<file path="src/rtl/joy_db15_tx_if.sv">
// DB15 reader-to-adapter serial bus: the reader strobes load/clock, the adapter returns data.
interface joy_db15_tx_if;
    logic JOY_LOAD;
    logic JOY_CLK;
    logic JOY_DATA;

    modport master (output JOY_LOAD, output JOY_CLK, input JOY_DATA);
    modport slave  (input JOY_LOAD, input JOY_CLK, output JOY_DATA);
endinterface

</file>
<file path="src/rtl/joy_db15_tx.sv">
// DB15 dual-pad shift-register adapter: continuous parallel load while JOY_LOAD is low,
// then serialises {joystick2, joystick1} LSB-first on synchronised JOY_CLK rising edges.
module joy_db15_tx #(
    parameter int SYNC_STAGES = 2,
    parameter bit ACTIVE_LOW  = 1'b1
) (
    input  logic                clk,
    input  logic                I_RESETn,
    input  logic [15:0]         joystick1,
    input  logic [15:0]         joystick2,
    joy_db15_tx_if.slave        db15,
    output logic [5:0]          bit_cnt,
    output logic                frame_done,
    output logic                load_seen
);

    logic [SYNC_STAGES-1:0] clk_sync;
    logic [SYNC_STAGES-1:0] load_sync;
    logic                   clk_hist;
    logic                   load_hist;
    logic [31:0]            shift_reg;
    logic [31:0]            frame;
    logic [31:0]            line;
    logic                   clk_s;
    logic                   load_s;
    logic                   clk_rise;

    assign frame    = {joystick2, joystick1};
    assign line     = ACTIVE_LOW ? ~frame : frame;
    assign clk_s    = clk_sync[SYNC_STAGES-1];
    assign load_s   = load_sync[SYNC_STAGES-1];
    assign clk_rise = clk_s & ~clk_hist;

    // Decoded straight from flops so the pulse lands on the cycle the frame freezes.
    assign load_seen     = load_s & ~load_hist;
    assign db15.JOY_DATA = shift_reg[0];

    // Everything resets to idle line levels so reset release cannot fake an edge.
    always_ff @(posedge clk or negedge I_RESETn) begin
        if (!I_RESETn) begin
            clk_sync   <= '1;
            load_sync  <= '1;
            clk_hist   <= 1'b1;
            load_hist  <= 1'b1;
            shift_reg  <= '1;
            bit_cnt    <= 6'd0;
            frame_done <= 1'b0;
        end else begin
            clk_sync   <= {clk_sync[SYNC_STAGES-2:0], db15.JOY_CLK};
            load_sync  <= {load_sync[SYNC_STAGES-2:0], db15.JOY_LOAD};
            clk_hist   <= clk_s;
            load_hist  <= load_s;
            frame_done <= 1'b0;
            if (!load_s) begin
                // Load dominates: shift edges seen while loading are discarded.
                shift_reg <= line;
                bit_cnt   <= 6'd0;
            end else if (clk_rise) begin
                shift_reg <= {1'b1, shift_reg[31:1]};
                if (bit_cnt != 6'd32) begin
                    bit_cnt <= bit_cnt + 6'd1;
                end
                if (bit_cnt == 6'd31) begin
                    frame_done <= 1'b1;
                end
            end
        end
    end

endmodule

</file>
<file path="src/flat_wrapper.sv">
// flat-port wrapper written by rule: the top's interface ports become plain ports
module joy_db15_tx_flat 
#(
    parameter int SYNC_STAGES = 2,
    parameter bit ACTIVE_LOW  = 1'b1
)
  (clk, I_RESETn, joystick1, joystick2, bit_cnt, frame_done, load_seen, db15_JOY_LOAD, db15_JOY_CLK, db15_JOY_DATA);
  joy_db15_tx_if db15_i ();
  input  logic clk;
  input  logic I_RESETn;
  input  logic [15:0] joystick1;
  input  logic [15:0] joystick2;
  output logic [5:0] bit_cnt;
  output logic frame_done;
  output logic load_seen;
  input wire logic [$bits(db15_i.JOY_LOAD)-1:0] db15_JOY_LOAD;
  input wire logic [$bits(db15_i.JOY_CLK)-1:0] db15_JOY_CLK;
  output wire logic [$bits(db15_i.JOY_DATA)-1:0] db15_JOY_DATA;
  assign db15_i.JOY_LOAD = db15_JOY_LOAD;
  assign db15_i.JOY_CLK = db15_JOY_CLK;
  assign db15_JOY_DATA = db15_i.JOY_DATA;
  joy_db15_tx #(.SYNC_STAGES(SYNC_STAGES), .ACTIVE_LOW(ACTIVE_LOW)) u_core (.clk(clk), .I_RESETn(I_RESETn), .joystick1(joystick1), .joystick2(joystick2), .db15(db15_i), .bit_cnt(bit_cnt), .frame_done(frame_done), .load_seen(load_seen));
endmodule
</file>
<file path="config.mk">
export PLATFORM = sky130hd
export DESIGN_NAME = joy_db15_tx_flat
export DESIGN_NICKNAME = d
export VERILOG_FILES = /design/src/rtl/joy_db15_tx_if.sv /design/src/rtl/joy_db15_tx.sv /design/src/flat_wrapper.sv
export SDC_FILE = /design/constraint.sdc
export NUM_CORES = 1
export LEC_CHECK = 0
export CORE_MARGIN = 3
export CORE_UTILIZATION = 50
export DETAILED_ROUTE_END_ITERATION = 8
export HOLD_SLACK_MARGIN = 0.03
export PLACE_DENSITY = 0.78
export SLEW_MARGIN = 10
export SYNTH_ARGS = -nofsm -noshare
export SYNTH_HDL_FRONTEND = slang
export SYNTH_SLANG_ARGS = --single-unit
export TNS_END_PERCENT = 1
</file>
<file path="constraint.sdc">
create_clock -name clk -period 1.9 [get_ports clk]
set_input_delay 0.285 -clock clk [delete_from_list [all_inputs] [get_ports clk]]
set_output_delay 0.285 -clock clk [all_outputs]
set_load 0.1 [all_outputs]
</file>
# After elaboration in Yosys (flattened, before gate mapping)
# Cells that the tools add are included.
dict set report classes {
  add_sub_neg 1
  eq_ne 4
  n_mux 8
  bitwise_logic 5
  n_reduce_logical 1
}
# cell count
set op_table {}
lappend op_table {{32-bit 2-to-1 mux} 2}
lappend op_table {{32-bit inverter} 1}
lappend op_table {{6-bit 2-to-1 mux} 3}
lappend op_table {{6-bit by 1-bit adder with 6-bit output (second input constant)} 1}
lappend op_table {{6-bit by 5-bit equality test with 1-bit output (second input constant)} 1}
lappend op_table {{6-bit inequality test (second input constant)} 1}
lappend op_table {{2-bit inequality test (second input constant)} 2}
lappend op_table {{1-bit 2-to-1 mux} 3}
lappend op_table {{1-bit AND} 2}
lappend op_table {{1-bit inverter} 2}
lappend op_table {{2-bit AND reduction} 1}
dict set report word_totals {
  ff_bits 45
  word_cells 26
}

# Depth between registers and ports, before layout
dict set report depth {
  word_depth 4
  depth_mapped 5
  ltp_nobuf 5
}

# Least setup slack after synthesis
# Ideal clock, no wire load.
dict set report synth_path {
  path_type {reg-to-output}
  start {reg u_core.load_sync[1]}
  end {out load_seen}
  t_arrival_ns 2.220
  slack_ns -0.605
  stages_incl_launch_ff 4
  path_buffers 2
  cell_sequence {dfstp_2 -> buf_4 -> buf_2 -> nor2b_1}
}
dict set report synth_between {
  elab_chain_len 1
}
# element line_no
set synth_rtl {}
lappend synth_rtl {{from (decl)} joy_db15_tx.sv:18} ;# logic [SYNC_STAGES-1:0] load_sync;
lappend synth_rtl {{from (signal assigned)} joy_db15_tx.sv:50} ;# load_sync <= {load_sync[SYNC_STAGES-2:0], db15.JOY_LOAD};
lappend synth_rtl {{1-bit AND} joy_db15_tx.sv:35} ;# assign load_seen = load_s & ~load_hist;
lappend synth_rtl {{to (decl)} flat_wrapper.sv:15} ;# output logic load_seen;
# Every way passes these cells.

# Final worst setup path
# Ends and elaborated chain as after synthesis.

==> reports/results.ini <==
[sta]
worstMarginPinSlew_ns = 0.467
finalCritPeriodShare = 0.857
fmax_mhz = 614
hold_violations = 0
rsz0062_at_grt = no
fin_crit_ns = 1.63
drv_slew = 0
finalClockSkew_ns = 0.0130
setup-tns-final_ns = 0
relSlewSlack = 0.688
finalSetupViolations = 0

[hold_path]
holdCritPathClass = register to register
holdPathStages = 0

[job]
drv_cap = 0

[power_and_ir_drop]
clockPowerShare = 0.318
netSwitchingPower_mw = 0.519
combPwrFrac = 0.162
seqPwrFrac = 0.520
power.total_mw = 2.26
powerDensity_nw_per_um2 = 829
intPower_mw = 1.74
vdd_drop_max_v = 0.000504
p_leak_nw = 1.31
switching_share = 0.230

[finish]
design_area_sq_um = 2730
syn2layout_area_growth_pct = 29.8
antennaDiodeCount = 0
fin_nets = 237
largest_reg_flops = 32
fillCellCount = 270
most-common-layout-cells = 66 x mux2i_1, 38 x dfstp_2, 34 x clkdlybuf4s50_1
layout_commonest_cell = mux2i_1
layout-drive-gt1-share = 0.325

[setup_path]
cp-end-kind = primary output
critPathArrivalTime_ns = 1.34
crit_path_max_fanout = 13
critPathLaunchType = register
path_class = register to primary output
reg2regPathDepth = 3
critPathRequiredTime_ns = 1.62

[cts]
hold_buffers = 1
clock-sinks = 45
post_cts_buffers = 0
cts_tree = yes
clk_pin_slew_ns = 0.08
cts_resized = 0
htree_levels = 2
numCtsBuffers = 5
cts_buffer_depth = 2
clk_latency_ns = 0.29
cts-root-buf = clkbuf_8

[routing]
vias = 1308
drc = 0
vias_per_cell = 5.27
drt-total-wl_microns = 3740
antenna_left = 0
dr.pass1.iters = 4
wl_per_cell_microns = 15.1
drt_iter0_drc = 91

[die]
initial_core_util = 0.545
die_area_sq_um = 5020
die_w_microns = 70.8
rows = 22
num_io_pins = 45
die_h_microns = 70.8
core-area_sq_um = 3850

[global_route]
grt_pass1_vias = 1360
track_usage = 0.163
grt-ovfl-total = 0
grt_start_max_net_pins = 46
antenna_found_initial = 0
grt_pass1_wl_microns = 6440

[yosys]
synthesis.nets = 190
yosysWarnings = 0
synth_seq_cells = 45
ys_seq_area_frac = 0.559
synth.avg_cell_area_sq_um = 13.8
syn_inst = 152
yosys.cell_types.count = 22
syn_area_sq_um = 2100

[run_status]
status = finished clean

[placed_design]
place.gp.congestion = 0.757
dp_hpwl_microns = 2760
place_area_sq_um = 2600
port_buffers = 44

## cells by family (layout without fill, tap and decap cells)
logic type,after synthesis,count (layout),share of synthesized area
AO/OA/AOI/OAI,4,4,0.0197
buffers and inverters,12,60,0.0316
AND/OR/NAND/NOR,23,23,0.0637
flip-flops,45,45,0.559
adder cells (fa/ha/maj),2,2,0.0119
multiplexers,66,66,0.314
## path summary, 6_finish.rpt
check | startpoint | end | slack (ns)
setup / recovery | u_core.load_sync[1]$_DFF_PN1_ | load_seen | 0.27
hold / removal | u_core.load_sync[0]$_DFF_PN1_ | u_core.load_sync[1]$_DFF_PN1_ | 0.35
setup reg to reg | u_core.load_sync[1]$_DFF_PN1_ | u_core.bit_cnt[0]$_DFFE_PN0P_ | 0.37
hold reg to reg | u_core.load_sync[0]$_DFF_PN1_ | u_core.load_sync[1]$_DFF_PN1_ | 0.35
max in group asynchronous | I_RESETn | u_core.shift_reg[20]$_DFFE_PN1P_ | 1.13
min in group asynchronous | I_RESETn | u_core.bit_cnt[3]$_DFFE_PN0P_ | 0.49
## cell usage after synthesis
cell	instances	area (sq um)
and2_1	1	6.26
buf_2	5	25.0
buf_4	4	30.0
clkbuf_1	1	3.75
dfrtp_1	7	175
dfstp_2	38	998
ha_1	2	25.0
inv_1	2	7.51
mux2i_1	66	661
nand2_1	5	18.8
nand2b_1	4	25.0
nand3_1	3	15.0
nand4_1	2	12.5
nand4b_1	1	8.76
nor2_1	1	3.75
nor2_2	1	6.26
nor2b_1	2	12.5
nor3_1	1	5.00
nor4_1	1	6.26
o2bb2ai_1	3	26.3
o2bb2ai_2	1	15.0
or4b_4	1	13.8
## power groups by stage
| stage | Clock, mW | Sequential, mW | Combinational [mW] |
|---|---|---|---|
| 6_report | 0.718 | 1.18 | 0.367 |
| 5_1_grt | 0.792 | 1.19 | 0.401 |
| 4_1_cts | 0.745 | 1.18 | 0.374 |
| 3_5_place_dp | 0 | 1.19 | 0.370 |
| 3_3_place_gp | 0 | 1.19 | 0.355 |
| 2_1_floorplan | 0 | 1.21 | 0.194 |
## cell type report
| class | instances | area [sq um] | share of cell area |
|---|---|---|---|
| well taps | 48 | 60.1 | 0.0220 |
| flip-flops and latches | 45 | 1170 | 0.430 |
| clock buffers | 7 | 86.3 | 0.0317 |
| multi-input cells | 95 | 871 | 0.319 |
| clock inverters | 1 | 30.0 | 0.0110 |
| inverters | 2 | 7.51 | 0.00275 |
| repair buffers | 50 | 498 | 0.183 |
## worst max-delay path: stages, from the launching register on
cell     delay (ns)
dfstp_2        0.66
nor2b_4        0.21
buf_12         0.18
## per-stage QoR
step | utilization | cells | hold slack (ns) | setup WS [ns]
floorplan | - | 152 | -0.0106 | 0.130
global placement | 0.675 | 239 | 0.275 | 0.446
detailed placement | 0.675 | 239 | 0.277 | 0.399
CTS | 0.707 | 248 | 0.347 | 0.266
global route | 0.707 | 248 | 0.349 | 0.227
finish | 0.707 | 248 | 0.345 | 0.272
## routing by layer
metal	up-vias	GRT usage	part of all wire
met3	5	0.0355	0.052
li1	638	-	-
met2	34	0.268	0.50
met4	0	0.0501	0.011
met5	-	0	0
met1	631	0.217	0.44
No activity file was read; power rests on OpenSTA's default activity.
